`src/rtl/mean_accumulator_pkg.sv`:
```
// mean_accumulator_pkg
//   Shared definitions for the frame-mean controller and the binary_divider
//   it drives: operand/quotient widths, the controller state encoding and a
//   small zero-extension helper used when handing 8-bit values to the
//   16-bit divider operands.
package mean_accumulator_pkg;

    localparam int SAMPLE_W  = 8;   // width of one input sample
    localparam int OPERAND_W = 16;  // divider dividend/divisor width
    localparam int QUOT_W    = 8;   // divider quotient width (= mean width)
    localparam int COUNT_W   = 8;   // internal sample counter width

    typedef enum logic [1:0] {
        IDLE      = 2'd0,
        ACCUM     = 2'd1,
        LAUNCH    = 2'd2,
        WAIT_DONE = 2'd3
    } state_t;

    // Zero-extend an 8-bit value to divider operand width.
    function automatic logic [OPERAND_W-1:0] zext_operand(input logic [COUNT_W-1:0] value);
        return {{(OPERAND_W - COUNT_W){1'b0}}, value};
    endfunction

endpackage

```
`src/rtl/mean_accumulator_if.sv`:
```
// mean_accumulator_if
//   Bundles the sample-source side and the divider side of mean_accumulator.
//   Ports (signals):
//     frame_start, sample_valid, sample_data, frame_end  - sample source
//     g_dividend_Q, g_divider_Q, div_enable               - to binary_divider
//     div_quotient, div_done                              - from binary_divider
//     mean, mean_valid, busy, sat_flag, div_err           - result/status
//   Modports:
//     master - the accumulator itself (drives divider operands and results)
//     slave  - the surrounding environment (sample source + divider)
interface mean_accumulator_if;
    import mean_accumulator_pkg::*;

    logic                 frame_start;
    logic                 sample_valid;
    logic [SAMPLE_W-1:0]  sample_data;
    logic                 frame_end;
    logic [OPERAND_W-1:0] g_dividend_Q;
    logic [OPERAND_W-1:0] g_divider_Q;
    logic                 div_enable;
    logic [QUOT_W-1:0]    div_quotient;
    logic                 div_done;
    logic [QUOT_W-1:0]    mean;
    logic                 mean_valid;
    logic                 busy;
    logic                 sat_flag;
    logic                 div_err;

    modport master (
        input  frame_start, sample_valid, sample_data, frame_end,
        input  div_quotient, div_done,
        output g_dividend_Q, g_divider_Q, div_enable,
        output mean, mean_valid, busy, sat_flag, div_err
    );

    modport slave (
        output frame_start, sample_valid, sample_data, frame_end,
        output div_quotient, div_done,
        input  g_dividend_Q, g_divider_Q, div_enable,
        input  mean, mean_valid, busy, sat_flag, div_err
    );

endinterface

```
`src/rtl/mean_sample_acc.sv`:
```
// mean_sample_acc
//   Sum/count accumulator for one frame of samples, with saturation at
//   MAX_SAMPLES. Exposes the *next* sum and count so the controller can
//   capture the final totals (including a sample arriving together with
//   frame_end) on the same edge that closes the frame.
//   Ports:
//     clk, reset   - clock, synchronous active-low reset
//     clear        - restart the frame: sum, count and sat_flag to 0
//     enable       - a valid sample is offered this cycle
//     sample_data  - unsigned sample
//     sum_next     - sum after this cycle's update
//     count_next   - count after this cycle's update
//     sat_flag     - a sample was dropped because the cap was reached
module mean_sample_acc
    import mean_accumulator_pkg::*;
#(
    parameter int MAX_SAMPLES = 255
) (
    input  logic                 clk,
    input  logic                 reset,
    input  logic                 clear,
    input  logic                 enable,
    input  logic [SAMPLE_W-1:0]  sample_data,
    output logic [OPERAND_W-1:0] sum_next,
    output logic [COUNT_W-1:0]   count_next,
    output logic                 sat_flag
);

    // 8-bit counter and 255 * 255 < 2^16 keep both the count and the sum
    // from wrapping.
    if (MAX_SAMPLES < 1 || MAX_SAMPLES > 255) begin : g_bad_cap
        $error("MAX_SAMPLES must be in 1..255");
    end

    localparam logic [COUNT_W-1:0] COUNT_CAP = COUNT_W'(MAX_SAMPLES);

    logic [OPERAND_W-1:0] sum;
    logic [COUNT_W-1:0]   count;
    logic                 at_cap;
    logic                 accept;
    logic                 dropped;

    assign at_cap  = (count == COUNT_CAP);
    assign accept  = enable && !at_cap;
    assign dropped = enable && at_cap;

    always_comb begin
        // NOTE: every output of a combinational block gets a default first so
        // no path leaves it unassigned, which would infer a latch.
        sum_next   = sum;
        count_next = count;
        if (clear) begin
            sum_next   = '0;
            count_next = '0;
        end else if (accept) begin
            sum_next   = sum + zext_operand(sample_data);
            count_next = count + 1'b1;
        end
    end

    always_ff @(posedge clk) begin
        // NOTE: sequential state uses non-blocking assignments so every
        // register samples pre-edge values regardless of statement order.
        if (!reset) begin
            sum      <= '0;
            count    <= '0;
            sat_flag <= 1'b0;
        end else begin
            sum   <= sum_next;
            count <= count_next;
            if (clear) begin
                sat_flag <= 1'b0;
            end else if (dropped) begin
                sat_flag <= 1'b1;
            end
        end
    end

endmodule

```
`src/rtl/mean_accumulator.sv`:
```
// mean_accumulator
//   Frame-mean controller in front of binary_divider. Accumulates a frame of
//   8-bit samples, hands sum and count to the divider at frame end, waits for
//   div_done and captures the quotient as the frame mean.
//   Ports:
//     clk    - system clock, rising edge
//     reset  - synchronous active-low reset
//     bus    - mean_accumulator_if.master: sample source, divider operands
//              and handshake, mean/mean_valid, busy, sat_flag, div_err
//   Parameters:
//     MAX_SAMPLES    - per-frame sample cap (<= 255)
//     TIMEOUT_CYCLES - divider watchdog limit (only with DIV_TIMEOUT_EN)
//   Build option:
//     DIV_TIMEOUT_EN - when defined, WAIT_DONE gives up after TIMEOUT_CYCLES
//                      cycles without div_done, flags div_err and reports a
//                      zero mean. When undefined, WAIT_DONE waits forever.
module mean_accumulator
    import mean_accumulator_pkg::*;
#(
    parameter int MAX_SAMPLES    = 255,
    parameter int TIMEOUT_CYCLES = 64
) (
    input  logic               clk,
    input  logic               reset,
    mean_accumulator_if.master bus
);

    if (TIMEOUT_CYCLES < 1) begin : g_bad_timeout
        $error("TIMEOUT_CYCLES must be at least 1");
    end

    state_t state;
    state_t next_state;

    logic                 acc_clear;
    logic                 acc_enable;
    logic [OPERAND_W-1:0] sum_next;
    logic [COUNT_W-1:0]   count_next;
    logic                 acc_sat;

    logic                 load_operands;
    logic                 close_empty;
    logic                 accept_done;
    logic                 timeout_hit;
    logic                 wait_expired;
    logic                 div_enable_c;
    logic                 busy_c;

    logic [OPERAND_W-1:0] dividend_q;
    logic [OPERAND_W-1:0] divider_q;
    logic [QUOT_W-1:0]    mean_q;
    logic                 mean_valid_q;
    logic                 div_err_q;

    // Accumulator control is decoded outside the FSM block so the next-state
    // logic can look at count_next without forming a combinational loop.
    // frame_start wins over a same-cycle sample or frame_end.
    assign acc_clear  = bus.frame_start && (state == IDLE || state == ACCUM);
    assign acc_enable = (state == ACCUM) && bus.sample_valid && !bus.frame_start;

    mean_sample_acc #(
        .MAX_SAMPLES (MAX_SAMPLES)
    ) u_acc (
        .clk         (clk),
        .reset       (reset),
        .clear       (acc_clear),
        .enable      (acc_enable),
        .sample_data (bus.sample_data),
        .sum_next    (sum_next),
        .count_next  (count_next),
        .sat_flag    (acc_sat)
    );

`ifdef DIV_TIMEOUT_EN
    localparam int                TO_W    = $clog2(TIMEOUT_CYCLES + 1);
    localparam logic [TO_W-1:0]   TO_LAST = TO_W'(TIMEOUT_CYCLES - 1);

    logic [TO_W-1:0] wait_cnt;

    // Counts WAIT_DONE cycles; 0 on the first one, so the watchdog fires on
    // the edge that ends the TIMEOUT_CYCLES-th waiting cycle.
    always_ff @(posedge clk) begin
        if (!reset) begin
            wait_cnt <= '0;
        end else if (state == WAIT_DONE) begin
            wait_cnt <= wait_cnt + 1'b1;
        end else begin
            wait_cnt <= '0;
        end
    end

    assign wait_expired = (wait_cnt == TO_LAST);
`else
    assign wait_expired = 1'b0;
`endif

    always_ff @(posedge clk) begin
        if (!reset) begin
            state <= IDLE;
        end else begin
            state <= next_state;
        end
    end

    always_comb begin
        next_state    = state;
        load_operands = 1'b0;
        close_empty   = 1'b0;
        accept_done   = 1'b0;
        timeout_hit   = 1'b0;
        div_enable_c  = 1'b0;
        busy_c        = 1'b0;

        case (state)
            IDLE: begin
                if (bus.frame_start) begin
                    next_state = ACCUM;
                end
            end

            ACCUM: begin
                // A restart keeps us in ACCUM and masks frame_end.
                if (!bus.frame_start && bus.frame_end) begin
                    if (count_next == '0) begin
                        next_state  = IDLE;
                        close_empty = 1'b1;
                    end else begin
                        next_state    = LAUNCH;
                        load_operands = 1'b1;
                    end
                end
            end

            LAUNCH: begin
                // div_done is deliberately not looked at here: a level left
                // high from a previous operation must not complete this one.
                div_enable_c = 1'b1;
                busy_c       = 1'b1;
                next_state   = WAIT_DONE;
            end

            WAIT_DONE: begin
                busy_c = 1'b1;
                if (bus.div_done) begin
                    accept_done = 1'b1;
                    next_state  = IDLE;
                end else if (wait_expired) begin
                    timeout_hit = 1'b1;
                    next_state  = IDLE;
                end
            end

            default: begin
                next_state = IDLE;
            end
        endcase
    end

    // Result and operand registers. Operands load on the edge that leaves
    // ACCUM, from the accumulator's next values, so they are already valid
    // during the LAUNCH cycle and stay put until the next launch.
    always_ff @(posedge clk) begin
        if (!reset) begin
            dividend_q   <= '0;
            divider_q    <= '0;
            mean_q       <= '0;
            mean_valid_q <= 1'b0;
            div_err_q    <= 1'b0;
        end else begin
            mean_valid_q <= 1'b0;

            if (acc_clear) begin
                div_err_q <= 1'b0;
            end

            if (load_operands) begin
                dividend_q <= sum_next;
                divider_q  <= zext_operand(count_next);
            end

            if (close_empty || timeout_hit) begin
                div_err_q    <= 1'b1;
                mean_q       <= '0;
                mean_valid_q <= 1'b1;
            end else if (accept_done) begin
                mean_q       <= bus.div_quotient;
                mean_valid_q <= 1'b1;
            end
        end
    end

    assign bus.g_dividend_Q = dividend_q;
    assign bus.g_divider_Q  = divider_q;
    assign bus.div_enable   = div_enable_c;
    assign bus.busy         = busy_c;
    assign bus.mean         = mean_q;
    assign bus.mean_valid   = mean_valid_q;
    assign bus.sat_flag     = acc_sat;
    assign bus.div_err      = div_err_q;

endmodule

```
`src/flat_wrapper.sv`:
```
// flat-port wrapper written by rule: the top's interface ports become plain ports
module mean_accumulator_flat import mean_accumulator_pkg::*;
#(
    parameter int MAX_SAMPLES    = 255,
    parameter int TIMEOUT_CYCLES = 64
)
  (clk, reset, bus_frame_start, bus_sample_valid, bus_sample_data, bus_frame_end, bus_div_quotient, bus_div_done, bus_g_dividend_Q, bus_g_divider_Q, bus_div_enable, bus_mean, bus_mean_valid, bus_busy, bus_sat_flag, bus_div_err);
  mean_accumulator_if bus_i ();
  input  logic clk;
  input  logic reset;
  input wire logic [$bits(bus_i.frame_start)-1:0] bus_frame_start;
  input wire logic [$bits(bus_i.sample_valid)-1:0] bus_sample_valid;
  input wire logic [$bits(bus_i.sample_data)-1:0] bus_sample_data;
  input wire logic [$bits(bus_i.frame_end)-1:0] bus_frame_end;
  input wire logic [$bits(bus_i.div_quotient)-1:0] bus_div_quotient;
  input wire logic [$bits(bus_i.div_done)-1:0] bus_div_done;
  output wire logic [$bits(bus_i.g_dividend_Q)-1:0] bus_g_dividend_Q;
  output wire logic [$bits(bus_i.g_divider_Q)-1:0] bus_g_divider_Q;
  output wire logic [$bits(bus_i.div_enable)-1:0] bus_div_enable;
  output wire logic [$bits(bus_i.mean)-1:0] bus_mean;
  output wire logic [$bits(bus_i.mean_valid)-1:0] bus_mean_valid;
  output wire logic [$bits(bus_i.busy)-1:0] bus_busy;
  output wire logic [$bits(bus_i.sat_flag)-1:0] bus_sat_flag;
  output wire logic [$bits(bus_i.div_err)-1:0] bus_div_err;
  assign bus_i.frame_start = bus_frame_start;
  assign bus_i.sample_valid = bus_sample_valid;
  assign bus_i.sample_data = bus_sample_data;
  assign bus_i.frame_end = bus_frame_end;
  assign bus_i.div_quotient = bus_div_quotient;
  assign bus_i.div_done = bus_div_done;
  assign bus_g_dividend_Q = bus_i.g_dividend_Q;
  assign bus_g_divider_Q = bus_i.g_divider_Q;
  assign bus_div_enable = bus_i.div_enable;
  assign bus_mean = bus_i.mean;
  assign bus_mean_valid = bus_i.mean_valid;
  assign bus_busy = bus_i.busy;
  assign bus_sat_flag = bus_i.sat_flag;
  assign bus_div_err = bus_i.div_err;
  mean_accumulator #(.MAX_SAMPLES(MAX_SAMPLES), .TIMEOUT_CYCLES(TIMEOUT_CYCLES)) u_core (.clk(clk), .reset(reset), .bus(bus_i));
endmodule
```
`config.mk`:
```
export PLATFORM = sky130hd
export DESIGN_NAME = mean_accumulator_flat
export DESIGN_NICKNAME = d
export VERILOG_FILES = /design/src/rtl/mean_accumulator_pkg.sv /design/src/rtl/mean_accumulator_if.sv /design/src/rtl/mean_sample_acc.sv /design/src/rtl/mean_accumulator.sv /design/src/flat_wrapper.sv
export SDC_FILE = /design/constraint.sdc
export NUM_CORES = 1
export LEC_CHECK = 0
export BUFFER_PORTS_ARGS = -buffer_cell sky130_fd_sc_hd__buf_2
export CORE_MARGIN = 2
export CORE_UTILIZATION = 55
export DETAILED_ROUTE_END_ITERATION = 6
export PLACE_DENSITY_LB_ADDON = 0.25
export SLEW_MARGIN = 10
export SYNTH_ARGS = -nofsm -noshare
export SYNTH_HDL_FRONTEND = slang
export SYNTH_SLANG_ARGS = --single-unit
```
`constraint.sdc`:
```
create_clock -name clk -period 6.61 [get_ports clk]
set_input_delay 0.661 -clock clk [delete_from_list [all_inputs] [get_ports clk]]
set_output_delay 0.661 -clock clk [all_outputs]
set_load 0.01 [all_outputs]
```
# Word level (Yosys, flattened, before mapping)

Cells that the tools add are included.

Add/sub/neg operators: 2
$mul: 0
Divide/modulo/power cells: 0
$lt $le $gt $ge: 0
Eq/ne operators: 7
Shifts and indexed selects: 0
Muxes and demuxes: 23
Bitwise operators: 1
Reduce and logical (&&, ||, !) cells: 16

Operators by type and width:

| cell                | count |
|---|---|
| $mux 16             | 2 |
| $add 16x8->16       | 1 |
| $mux 8              | 2 |
| $mux 1              | 14 |
| $add 8x1->8 const B | 1 |
| $eq 8x8->1 const B  | 1 |
| $logic_not 8->1     | 1 |
| $mux 2              | 4 |
| $pmux 2 s4          | 1 |
| $logic_and 1x1->1   | 6 |
| $ne 2x2->1 const B  | 3 |
| $reduce_or 2->1     | 3 |
| $eq 2x2->1 const B  | 2 |
| $reduce_and 3->1    | 1 |
| $eq 2x1->1 const B  | 1 |
| $logic_not 1->1     | 2 |
| $logic_not 2->1     | 1 |
| $reduce_bool 2->1   | 1 |
| $logic_or 1x1->1    | 1 |
| $not 1->1           | 1 |

Flip-flop bits (word level): 61
Latch bits: 0
Memory bits (writable): 0
ROM bits: 0
Input port bits: 22
Output and inout port bits: 45
Word-level logic and storage cells: 58
Memories kept: 0

# Depth between registers and ports, before layout

Gate-level depths: netlist of run 1.

Depth in word-level cells: 11
Mapped depth: 9
Depth with buffers taken out: 8

# Hierarchy

From an unflattened synthesis of run 1, not the netlist that was laid out.

Cell total of the unflattened synthesis: 359
Area, all modules: 3120.5 um^2

By module, submodules not included:

| module           | times used | cells each | area each (um^2) | seq. area each (um^2) |
|---|---|---|---|---|
| mean_accumulator | 1          | 173        | 1580.3           | 720.7 |
| mean_sample_acc  | 1          | 186        | 1540.2           | 500.5 |

# Least setup slack after synthesis of run 1

No wires, ideal clock.

Path kind: input to register
From: input bus_sample_data[0]
To: register u_core.dividend_q[12] (netlist: u_core.bus.g_dividend_Q[12])
Setup time: 0.121 ns
Arrival time: 2.714 ns
Data required time: 6.489 ns
Slack: 3.774 ns
Stages on the path: 8
Buffers on the path: 0
Cell sequence: ha_1 fa_1 a21oi_1 o22ai_1 o41ai_1 or4_1 a21oi_1 mux2_4

Cells in the longest elaborated chain, start to end: 3

Ends and longest elaborated chain:

| element              | RTL line                | text |
|---|---|---|
| start, declared      | flat_wrapper.sv:13      | `input wire logic [$bits(bus_i.sample_data)-1:0] bus_sample_data;` |
| $add 16x8->16        | mean_sample_acc.sv:56   | `sum_next = sum + zext_operand(sample_data);` |
| $mux 16              | mean_sample_acc.sv:55   | `end else if (accept) begin` |
| $mux 16              | mean_sample_acc.sv:52   | `if (clear) begin` |
| end signal, assigned | mean_accumulator.sv:177 | `dividend_q <= sum_next;` |
| end, declared        | mean_accumulator.sv:49  | `logic [OPERAND_W-1:0] dividend_q;` |

No other way between the ends.
A chain may end at the register's enable or synchronous reset.

# Worst setup path after layout of run 1

From: register u_core.u_acc.count[0]
To: register u_core.dividend_q[0] (netlist: u_core.bus.g_dividend_Q[0])

Cells in the longest elaborated chain, start to end: 9
Elaborated cells between the ends (all ways): 12
Those cells by class: 1 x add/sub; 1 x eq/ne; 7 x mux; 3 x reduce/logical

Ends and longest elaborated chain:

| element                                                             | RTL line              | text |
|---|---|---|
| start, declared                                                     | mean_sample_acc.sv:38 | `logic [COUNT_W-1:0] count;` |
| start signal, assigned                                              | mean_sample_acc.sv:70 | `count <= count_next;` |
| parallel branches: the longest is 9 deep, another holds $add 8x1->8 | -                     |  |

Parallel ways; which one is timed is not known.

==> results of run 1 <==
power by group:
part / internal [µW] / leakage (µW) / switching, µW
sequential: 369 / 0.000492 / 1.80
clock: 172 / 0.0000987 / 151
combinational: 15.1 / 0.000931 / 25.3
metrics by stage:
stage	util, %	instances	total power [µW]	instance area (µm²)
floorplan	-	350	409.1	3133
CTS	65.23	475	739.5	3570
detailed placement	61.75	459	419.0	3379
finish	65.23	475	733.5	3570
global route	65.23	475	764.8	3570
global placement	61.75	459	418.5	3379
synth_stat cells (6+ instances only):
library cell / instances / area (µm²)
nor2_1: 14 / 52.55
and2_1: 20 / 125.1
o21a_1: 9 / 67.56
buf_4: 8 / 60.06
ha_1: 9 / 112.6
mux2_4: 12 / 180.2
nand3_1: 10 / 50.05
nor3_1: 6 / 30.03
dfxtp_1: 61 / 1221
nand2_1: 49 / 183.9
inv_1: 15 / 56.30
a21oi_1: 24 / 120.1
clkbuf_1: 6 / 22.52
mux2i_1: 13 / 130.1
o21ai_0: 7 / 35.03
sequential cells by signal, indices dropped and copies added (netlist names), named ones only:
name	flops
u_core.bus.mean	8
u_core.u_acc.sat_flag	1
u_core.state	1
u_core.bus.g_dividend_Q	16
u_core.u_acc.count	8
u_core.bus.div_err	1
u_core.bus.g_divider_Q	8
u_core.bus.mean_valid	1
u_core.u_acc.sum	16
final cells by class:
class                   count  share of cell area [%]
inverters                  15                   1.577
well taps                  72                   2.524
flip-flops and latches     61                   34.21
clock inverters             7                   1.858
multi-input cells         252                   48.02
repair buffers             59                   8.342
clock buffers               9                   3.470
metal layers:
metal | vias to the layer above | track usage, % | share of wire (%)
met2 | 70 | 35.85 | 45
li1 | 1301 | - | -
met1 | 1169 | 28.21 | 48
met5 | - | 0 | 0
met3 | 9 | 7.727 | 5.6
met4 | 0 | 8.793 | 1.3
cells by family after synthesis:
group,share of synthesized area [%]
simple gates,22.07
compound gates,14.38
flops,39.31
buf+inv,6.363
mux,11.80
fa+ha+maj,4.269
xor+xnor,1.691
other cells,0.1207
final timing paths:
path	cells past startpoint	end	slack (ns)	from
max reg2reg	8	u_core.bus.g_dividend_Q[0]$_SDFFE_PN0P_	2.79	u_core.u_acc.count[0]$_SDFF_PN0_
max	8	u_core.bus.g_dividend_Q[0]$_SDFFE_PN0P_	2.79	u_core.u_acc.count[0]$_SDFF_PN0_
min	2	u_core.bus.mean[6]$_SDFFE_PP0P_	0.45	u_core.bus.mean[6]$_SDFFE_PP0P_
min reg2reg	2	u_core.bus.mean[6]$_SDFFE_PP0P_	0.45	u_core.bus.mean[6]$_SDFFE_PP0P_
tightest hold or removal path, stage by stage, from the launching register on:
cell and delay [ns]:
dfxtp_1 0.31, nand2_1 0.05, a21oi_1 0.05
==> flow_summary_export.csv, run 1 <==
group,metric,value,unit
synthesis,synthesis.area,3107,µm²
placed_design,hpwlAfterDp,4.460,mm
sta,finalMaxSlewViolations,0,
floorplan,die_w,79.16,µm
placed_design,dp_worst_setup_slack,2.752,ns
routing,drt-total-wl,6.418,mm
sta,min_period,3.819,ns
clock_tree,post_cts_buffers,0,
clock_tree,clkLatencyLatePin,0.34,ns
synthesis,yosysWarnings,0,
sta,tns,0,ns
finish,multi_input_area,1714,µm²
sta,relSlewSlack,29.83,%
setup_path,arrival,4.05,ns
synthesis,async_flop_share,0,%
sta,clock_skew,0.006544,ns
finish,final_common_cell,"dfxtp_1",
worst_hold_path,min_path_type,"reg2reg",
setup_path,cp_slowest_stage_delay,0.83,ns
synthesis,synth_seq_cells,61,
finish,nNetsFinal,430,
sta,worst_hold_slack,0.4515,ns
clock_tree,clk_pin_slew,0.07,ns
finish,regArea,1221,µm²
setup_path,crit_family,"compound AO/OA/AOI/OAI gates",
grt,grt_pass1_vias,2431,
setup_path,cp_cell_sequence,"ha_1, nand3_1, o21ai_1, nor2_1, mux2i_1, o31a_1, buf_4, mux2_2",
placed_design,gp_congestion,0.9214,
flow_run,maxCapViolations,0,
floorplan,die-area,6266,µm²
clock_tree,cts_max_level,3,
floorplan,core,5473,µm²
routing,vias,2549,
floorplan,rows,27,
routing,vias_per_cell,5.366,
synthesis,synth-edff-count,0,
power,powerDensity,205.5,nW/µm²
outcome,outcome,"complete, no violations",
sta,worst_pin_slew,1.045,ns
floorplan,num_io_pins,67,
sta,rsz0062_at_grt,"false",
synthesis,ys.flop_type,"dfxtp_1",
clock_tree,cts_num_sinks,61,
finish,drive_above_1_share,24.32,%
routing,drtIter0Drc,96,
setup_path,cp_slowest_cell,"o21ai_1",
setup_path,critPathKind,"reg2reg",
clock_tree,cts_inserted_buffers,9,
power,leakage,0.001522,µW
routing,wl_per_cell,13.51,µm
grt,track_usage,22.58,%
routing,drtAntennaViolNets,0,
setup_path,crit_required,6.84,ns
synthesis,syn_avg_cell_area,9.058,µm²
synthesis,seq_area_frac_synth,39.31,%
floorplan,start_util,56.77,%
synthesis,synth_cell_types,54,
setup_path,end_kind,"flip-flop",
sta,setup_ws,2.791,ns
sta,fin_crit_sh,57.77,%
power,ir_drop,125.3,µV
grt,grt_antenna_before_repair,0,
clock_tree,cts-root-buf,"clkbuf_8",
clock_tree,cts_resized,0,
finish,n_antenna_cell,0,
grt,grt_overflow_total,0,
clock_tree,holdBufCountCts,0,
setup_path,critical_path_buf_inv_count,1,
setup_path,startpoint_type,"flip-flop",
synthesis,synthCells,343,
routing,firstDrtPassIters,4,
grt,grt_pass1_wl,10.98,mm
grt,grt_max_degree,35,
finish,area_growth,14.90,%
sta,setup-violations-final,0,
clock_tree,cts_buffer_depth,2,
clock_tree,cts_tree,"done",
finish,fillCellCount,477,
sta,finalHoldViolCount,0,
floorplan,die_y,79.16,µm
setup_path,crit_path_max_fanout,17,
finish,most-common-layout-cells,"dfxtp_1 (61), buf_2 (58), nand2_1 (49), a21oi_1 (24), and2_1 (20)",
routing,drc_errors,0,
sta,maxClockFrequency,261.9,MHz
placed_design,port_buffers,58,
Note: power is estimated with default switching activity, not from simulation.
==> run 2, diff against run 1 <==
--- a/config.mk
+++ b/config.mk
@@ -5,9 +5,10 @@
 export SDC_FILE = /design/constraint.sdc
 export NUM_CORES = 1
 export LEC_CHECK = 0
+export ABC_AREA = 1
 export BUFFER_PORTS_ARGS = -buffer_cell sky130_fd_sc_hd__buf_2
 export CORE_MARGIN = 2
-export CORE_UTILIZATION = 55
+export CORE_UTILIZATION = 49
 export DETAILED_ROUTE_END_ITERATION = 6
 export PLACE_DENSITY_LB_ADDON = 0.25
 export SLEW_MARGIN = 10
==> constraint.sdc (replaced) <==
create_clock -name clk -period 3.2 [get_ports clk]
set_input_delay 0.32 -clock clk [delete_from_list [all_inputs] [get_ports clk]]
set_output_delay 0.32 -clock clk [all_outputs]
set_load 0.01 [all_outputs]
==> run 2 against run 1 <==
  * Power up 140%
  * Register-to-register slack worse by 2.2 ns
  * Die area up 16%
  * Critical path type unchanged
  * Critical endpoint is now u_core.bus.g_dividend_Q[15]$_SDFFE_PN0P_
  * Largest cell class unchanged
  * Highest routed layer unchanged
==> flow_summary_export.csv, run 2 <==
group,metric,value,unit
synthesis,async_flop_share,0,%
floorplan,die-area,7253,µm²
sta,finalMaxSlewViolations,0,
floorplan,core,6350,µm²
synthesis,synth-edff-count,0,
setup_path,endpoint,"u_core.bus.g_dividend_Q[15]$_SDFFE_PN0P_",
setup_path,arrival,2.78,ns
sta,min_period,2.571,ns
finish,drive_above_1_share,17.73,%
floorplan,num_io_pins,67,
synthesis,synth_top_area_share,37.83,%
setup_path,reg2reg_from,"u_core.u_acc.count[1]$_SDFF_PN0_",
grt,grt_pass1_vias,2693,
synthesis,syn_avg_cell_area,6.942,µm²
finish,multi_input_area,1658,µm²
finish,most-common-layout-cells,"nand2_1 (91), nor2_1 (90), dfxtp_1 (61), buf_2 (58), inv_1 (47)",
setup_path,reg2reg_slack,0.63,ns
synthesis,synth_most_common_cell,"nand2_1",
synthesis,synthCells,465,
finish,final_common_cell,"nand2_1",
floorplan,rows,29,
synthesis,ys.flop_type,"dfxtp_1",
sta,setup-violations-final,0,
synthesis,yosysWarnings,0,
synthesis,synth_cell_types,37,
sta,setup_ws,0.6286,ns
grt,grt_overflow_total,0,
sta,rsz0062_at_grt,"false",
routing,firstDrtPassIters,4,
setup_path,startpoint_type,"flip-flop",
routing,drc_errors,0,
setup_path,r2r_end,"u_core.bus.g_dividend_Q[15]$_SDFFE_PN0P_",
synthesis,synth.largest_area_cell,"dfxtp_1",
synthesis,synth.top_cells.by_count,"nand2_1 (91), nor2_1 (90), dfxtp_1 (61), inv_1 (47), nand3_1 (43)",
clock_tree,cts_max_level,3,
setup_path,worstSetupStartpoint,"u_core.u_acc.count[1]$_SDFF_PN0_",
sta,relSlewSlack,47.67,%
routing,drtAntennaViolNets,0,
sta,maxClockFrequency,388.9,MHz
placed_design,dp_worst_setup_slack,0.7115,ns
floorplan,die_y,85.17,µm
setup_path,crit_required,3.41,ns
clock_tree,cts_inserted_buffers,9,
clock_tree,cts_buffer_depth,2,
power,leakage,0.001909,µW
power,ir_drop,438.8,µV
sta,worst_hold_slack,0.2343,ns
clock_tree,clkLatencyLatePin,0.33,ns
sta,fin_crit_sh,80.36,%
synthesis,synth_seq_cells,61,
floorplan,start_util,50.84,%
floorplan,die_w,85.17,µm
finish,area_growth,15.58,%
routing,wl_per_cell,11.80,µm
routing,drt-total-wl,7.031,mm
grt,track_usage,20.54,%
power,total_power,1759,µW
finish,regArea,1221,µm²
setup_path,r2r_cells,14,
sta,finalHoldViolCount,0,
finish,final_area,3731,µm²
clock_tree,post_cts_buffers,0,
finish,n_antenna_cell,0,
placed_design,port_buffers,58,
synthesis,seq_area_frac_synth,37.83,%
clock_tree,cts-root-buf,"clkbuf_8",
placed_design,hpwlAfterDp,5.112,mm
routing,vias_per_cell,4.923,
placed_design,place_area,3472,µm²
finish,fillCellCount,612,
synthesis,ys_top_cells_by_area,"dfxtp_1 (38%), nand2_1 (11%), nor2_1 (10%)",
flow_run,maxCapViolations,0,
setup_path,end_kind,"flip-flop",
sta,tns,0,ns
grt,grt_pass1_wl,11.88,mm
clock_tree,cts_num_sinks,61,
routing,drtIter0Drc,143,
sta,worst_pin_slew,0.7842,ns
grt,grt_max_degree,32,
outcome,outcome,"complete, no violations",
routing,vias,2934,
clock_tree,cts_resized,0,
setup_path,critPathKind,"reg2reg",
grt,grt_antenna_before_repair,0,
clock_tree,clk_pin_slew,0.07,ns
sta,clock_skew,0.008820,ns
clock_tree,holdBufCountCts,0,
power,powerDensity,471.5,nW/µm²
finish,nNetsFinal,546,
worst_hold_path,min_path_type,"in2reg",
setup_path,crit_path_max_fanout,23,
synthesis,synthesis.area,3228,µm²
worst_hold_path,min-delay-start,"bus_div_quotient[7]",
clock_tree,cts_tree,"done",
placed_design,gp_congestion,0.8808,
==> run 2: cell types whose count changed in the layout (fill, tap and decap cells not counted), sizes merged, moves of 8 or more <==
cell	previous run	this run
and2	20	1
inv	15	50
mux2	17	0
nand2	49	97
nand3	10	45
nor2	14	94
o21a	9	1
==> run 2: cell families after synthesis <==
family	share of synthesized area, %
buffers and inverters	11.63
xor gates and xnor gates	1.899
muxes	2.481
AOI/OAI and AO/OA	7.674
DFF	37.83
other	0.1162
adders and majority gates	4.109
and+or+nand+nor	34.26
==> run 2: per-layer routing <==
layer	routed length [µm]	track usage (%)	up-vias
li1	-	-	1571
met1	3063	24.36	1294
met2	3505	34.80	58
met3	292	5.934	11
met4	170	8.369	0
met5	0	0	-
==> run 2: metrics by stage <==
stage          std cells  utilization (%)
6_report             596            58.76
3_5_place_dp         580            54.68
2_1_floorplan        472                -
4_1_cts              596            58.76
5_1_grt              596            58.76
3_3_place_gp         580            54.68
==> run 2: cell type report <==
type | instances | area share (%)
inverter | 51 | 5.131
clock buffer | 13 | 4.527
timing repair buffer | 60 | 8.182
sequential | 61 | 32.73
clock inverter | 3 | 2.414
multi-input combinational | 331 | 44.43
tap | 77 | 2.582
==> run 2: report_power, final <==
part           leakage (µW)  switching [µW]  internal [µW]
Clock              0.000130             281            582
Sequential         0.000492            5.88            767
Combinational       0.00129            82.7           40.8
==> run 2: worst min path at each step <==
stage | endpoint | slack, ns | cells after the start
after floorplan | u_core.u_acc.sum[12]$_SDFF_PN0_ | 0.47 | 2
after global placement | u_core.u_acc.sat_flag$_SDFFE_PP0P_ | 0.45 | 2
after detailed placement | u_core.u_acc.sat_flag$_SDFFE_PP0P_ | 0.45 | 2
after CTS | u_core.bus.mean[7]$_SDFFE_PP0P_ | 0.22 | 3
after global routing | u_core.bus.mean[3]$_SDFFE_PP0P_ | 0.22 | 3
final | u_core.bus.mean[7]$_SDFFE_PP0P_ | 0.23 | 3
==> run 2: critical path, stage by stage (launching register included) <==
cell and delay, ns:
dfxtp_1 0.39, ha_1 0.31, nand2_1 0.11, nor2_1 0.19, nand2_4 0.11, nand2_4 0.14, nand2_1 0.06, o21ai_1 0.08
nand2_1 0.13, nand2_1 0.09, clkinv_1 0.07, nand3_2 0.17, nand2_2 0.30, nor2_1 0.23, nor2_1 0.07
